$ cat src/rtl/lw_hmac_digest_out.sv
// lw_hmac_digest_out: captures the core digest on a done edge and streams it out word by word; HMAC_VERIFY_EN adds a constant-time tag compare
module lw_hmac_digest_out #(
  parameter int WORD_W  = 32,
  parameter int N_WORDS = 8
) (
  input  logic                            clk_i,
  input  logic                            aresetn_i,
  input  logic                            done_i,
  input  logic [N_WORDS-1:0][WORD_W-1:0]  hash_i,
  input  logic [3:0]                      len_i,
  input  logic                            abort_i,
`ifdef HMAC_VERIFY_EN
  input  logic                            verify_i,
  input  logic [N_WORDS-1:0][WORD_W-1:0]  exp_i,
  output logic                            match_o,
  output logic                            match_valid_o,
`endif
  output logic [WORD_W-1:0]               out_data_o,
  output logic                            out_valid_o,
  input  logic                            out_ready_i,
  output logic                            out_last_o,
  output logic                            busy_o,
  output logic                            overrun_o
);
  localparam int IW = $clog2(N_WORDS);
  typedef enum logic [1:0] {
    IDLE,
    SEND
`ifdef HMAC_VERIFY_EN
    , CMP
`endif
  } state_t;
  state_t state, state_d, cap_state;
  logic done_q, cap, adv;
  logic [N_WORDS-1:0][WORD_W-1:0] dig;
  logic [IW-1:0] idx;
  logic [3:0] rem, n;
  assign cap = done_i & ~done_q;
  assign n = (len_i == 4'd0 || len_i > 4'(N_WORDS)) ? 4'(N_WORDS) : len_i;
  // a stream advances on a beat, a compare advances every cycle
  assign adv = busy_o & (out_ready_i | ~out_valid_o);
`ifdef HMAC_VERIFY_EN
  assign cap_state = verify_i ? CMP : SEND;
`else
  assign cap_state = SEND;
`endif
  always_ff @(posedge clk_i or negedge aresetn_i) begin
    if (!aresetn_i) begin
      state     <= IDLE;
      done_q    <= 1'b0;
      dig       <= '0;
      idx       <= '0;
      rem       <= '0;
      overrun_o <= 1'b0;
    end else begin
      state  <= state_d;
      done_q <= done_i;
      if (abort_i) begin
        dig <= '0;
      end else if (state == IDLE && cap) begin
        dig       <= hash_i;
        idx       <= IW'(N_WORDS - 1);
        rem       <= n;
        overrun_o <= 1'b0;
      end else begin
        if (cap) overrun_o <= 1'b1;
        if (adv) begin
          idx <= idx - 1'b1;
          rem <= rem - 1'b1;
        end
      end
    end
  end
  always_comb begin
    state_d = state;
    if (abort_i) state_d = IDLE;
    else if (state == IDLE) state_d = cap ? cap_state : IDLE;
    else if (adv && rem == 4'd1) state_d = IDLE;
  end
  always_comb begin
    out_valid_o = state == SEND;
    out_data_o  = out_valid_o ? dig[idx] : '0;
    out_last_o  = out_valid_o && rem == 4'd1;
    busy_o      = state != IDLE;
  end
`ifdef HMAC_VERIFY_EN
  logic diff, diff_now;
  // every word is folded in regardless of earlier mismatches
  assign diff_now = diff | (|(dig[idx] ^ exp_i[idx]));
  always_ff @(posedge clk_i or negedge aresetn_i) begin
    if (!aresetn_i) begin
      diff          <= 1'b0;
      match_o       <= 1'b0;
      match_valid_o <= 1'b0;
    end else begin
      match_valid_o <= 1'b0;
      if (abort_i) begin
        if (state == CMP) match_o <= 1'b0;
      end else if (state == IDLE && cap) begin
        diff    <= 1'b0;
        match_o <= 1'b0;
      end else if (state == CMP) begin
        diff <= diff_now;
        if (rem == 4'd1) begin
          match_o       <= ~diff_now;
          match_valid_o <= 1'b1;
        end
      end
    end
  end
`endif
endmodule
$ cat config.mk
export PLATFORM = sky130hd
export DESIGN_NAME = lw_hmac_digest_out
export DESIGN_NICKNAME = d
export VERILOG_FILES = /design/src/rtl/lw_hmac_digest_out.sv
export SDC_FILE = /design/constraint.sdc
export NUM_CORES = 1
export LEC_CHECK = 0
export BUFFER_PORTS_ARGS = -buffer_cell sky130_fd_sc_hd__buf_2
export CORE_ASPECT_RATIO = 1.25
export CORE_MARGIN = 4
export CORE_UTILIZATION = 54
export DETAILED_ROUTE_END_ITERATION = 8
export GPL_ROUTABILITY_DRIVEN = 0
export GPL_TIMING_DRIVEN = 0
export PLACE_DENSITY = 0.76
export SLEW_MARGIN = 20
export SYNTH_ARGS = -nofsm -noshare
export SYNTH_HDL_FRONTEND = slang
export SYNTH_SLANG_ARGS = --single-unit
$ cat constraint.sdc
create_clock -name clk_i -period 2.2 [get_ports clk_i]
set_clock_uncertainty 0.2 [all_clocks]
set_input_delay 0.33 -clock clk_i [delete_from_list [all_inputs] [get_ports clk_i]]
set_output_delay 0.33 -clock clk_i [all_outputs]
set_load 0.02 [all_outputs]
==> out/results.ini <==
[power]
p_total_uw = 14600
vdd_ir_drop_max_v = 0.000683
total_leakage_power_uw = 0.00848
p_per_area_mw_per_mm2 = 786

[die]
ios = 301
die_y_um = 178
dieWidth_um = 144
dieArea_mm2 = 0.0256
start_util_pct = 55.4
placementRows = 61
core_mm2 = 0.0225

[synthesis]
synthCells = 1289
yosysSeqAreaShare_pct = 53.3
synth_top_area_share_pct = 53.3
syn_avg_cell_area_um2 = 9.68
yosysWarnings = 0
yosys.area.top_type = dfrtp_1
synth_cell_types = 37
synth_area_leaders = dfrtp_1, nand2_1, mux4_2
syn-cell-area_mm2 = 0.0125
ys_ff_latch = 266
synthTopCellsByCount = nand2_1, dfrtp_1, a21oi_1
postSynth.asyncResetShare_pct = 100
synth_ff_type = dfrtp_1
synth.net_count = 1557
yosysMostFrequentCell = nand2_1
synth_edf_count = 0

[run_status]
outcome = finished with violations
failed_checks = negative setup slack

[layout]
nNetsFinal = 2158
seq_area_mm2 = 0.00666
multi_input_area_mm2 = 0.00526
areaGrowthSynthToFinish_pct = 48.6
nFillCells = 1190
drive_above_1_share_pct = 26.3

[cts]
cts_tree = yes
root_buffer = clkbuf_16
htree_levels = 1
cts.path.max_buffers = 3
cts_made_buffers = 27
cts.clk_slew.worst_paths_ps = 70
cts.sinks = 266
clock_latency_ps = 540

[setup_path]
worst-r2r-setup-slack_ps = -70
worstPathCellList = buf_12 > buf_12 > mux4_2 > a22o_1 > buf_6
crit_path_frequent_cell = buf_12
required_ps = 1670
cp-start-kind = register
cpLargestDelayFamily = multiplexers
path_buf_inv = 3
crit_type = register to output pin
end_kind = output pin
crit_fanout = 7
slowest_delay_ps = 580
arrival_ps = 2300
cpMaxStageDelayCell = mux4_2

[timing]
fin_ws_ps = -627
setup_tns_ps = -18730
report.final.setup_viol = 57
maxSlewHeadroom_pct = 45.3
slew_violations = 0
min_period_ps = 2830
finalCritPeriodShare_pct = 128
hold_viol = 0
rsz0062_at_grt = true
fmax_mhz = 354
tightestPinTransition_ps = 820

[routing]
wl_per_cell_um = 25.7
avgViaCountPerCell = 6.31
drtPass1Iterations = 6
wirelength_mm = 56.4
ant_nets = 0
via_count = 13900
route.detailed.drc = 0
drtIter0Drc = 1683

[min_path]
hold_path_class = primary input to register

[placed_design]
dp_hpwl_mm = 30.8
pre_cts_slack_ps = -306
portBuffers = 299

[grt]
track_usage_pct = 42.3
first_global_vias = 14400
grt-ovfl-total = 0
antenna_found_initial = 7
grt_max_degree = 94
grt_pass1_wl_mm = 80.5

[run]
cap_violations = 0

-- cell families (layout without fill, tap and decap cells) --
group	after synthesis	after routing	share of synthesized area (%)
adder cells (fa/ha/maj)	3	3	0.301
other	0	7	0
AO/OA/AOI/OAI	304	304	13.5
flip-flops	266	266	53.3
multiplexers	65	65	11.7
buffers and inverters	117	735	4.54
AND/OR/NAND/NOR	534	534	16.5
-- stage by stage --
step                util, %  area (um^2)  std cells  hold slack (ps)
finish                 82.4        18500       2197             11.3
global route           82.3        18500       2194             39.3
CTS                    80.8        18200       2184             4.61
detailed placement     64.1        14400       1874             51.9
global placement       63.6        14300       1871              270
floorplan                 -        12500       1289             -166
-- placed cells by master, fill, tap and decap left out, types with 2 or more instances in the layout --
cell             n
a32oi_1          2
dfrtp_2          2
o22a_1           2
clkbuf_2         4
inv_1            5
nor2_1           4
clkbuf_1        39
buf_16           4
clkinvlp_4       2
clkbuf_8         9
bufinv_16        5
nand3_1          2
o21ai_0          2
diode_2          7
buf_12           9
dlygate4sd3_1  258
nor3b_1          3
buf_2          313
ha_1             3
dfrtp_1        264
buf_4           13
buf_6           35
mux4_2          63
a2bb2oi_1        2
clkbuf_16       31
nand2_1        514
clkbuf_4         4
buf_8            2
a21oi_1        258
a22o_1          31
nand2b_1         3
-- routing by layer --
layer  track usage (%)  vias up  wire length, um
met5                 0        -               26
met4              28.2        4             5170
met3              10.9      415             6840
met2              68.8     1318            26900
met1              49.0     6572            17400
li1                  -     5563                -
-- timing repair --
item / CTS / global route
hold buffers: 258 / 0
resized for setup: 41 / 74
endpoints found under the hold margin: 430 / 0
setup endpoints to repair: 57 / 157
setup buffers: 4 / 3
gates cloned: 2 / 4
pin swaps: 1 / 29
-- path summary, 6_finish.rpt --
| path | from | to | depth (start not counted) |
|---|---|---|---|
| min in group asynchronous | aresetn_i | done_q | 2 |
| max | idx[0] | out_data_o[12] | 5 |
| min | len_i[2] | rem[3] | 4 |
| max in group asynchronous | aresetn_i | dig[184] | 4 |
| max reg2reg | state[0] | dig[130] | 6 |
| min reg2reg | overrun_o | overrun_o | 1 |
-- layout make-up --
cell class	count	area share [%]
Sequential cell	266	35.9
Antenna cell	7	0.0945
Clock inverter	9	0.965
Multi-Input combinational cell	906	28.3
Timing Repair Buffer	572	24.7
Inverter	5	0.101
Tap cell	283	1.91
Clock buffer	37	4.33
Buffer	112	3.64
-- report_power, final --
group | internal, uW | total (uW) | switching, uW
combinational | 2080 | 4060 | 1980
clock | 3120 | 5150 | 2030
sequential | 5150 | 5360 | 214
-- sequential cells by signal, indices dropped and copies added, names as in the netlist --
register   flops
dig          256
overrun_o      1
idx            3
rem            4
state          1
done_q         1
-- worst min-delay path, stage by stage --
cell and delay [ps]:
buf_2 80, or3_1 90, a32oi_1 100, o311a_1 100
(Power assumes the default switching activity.)
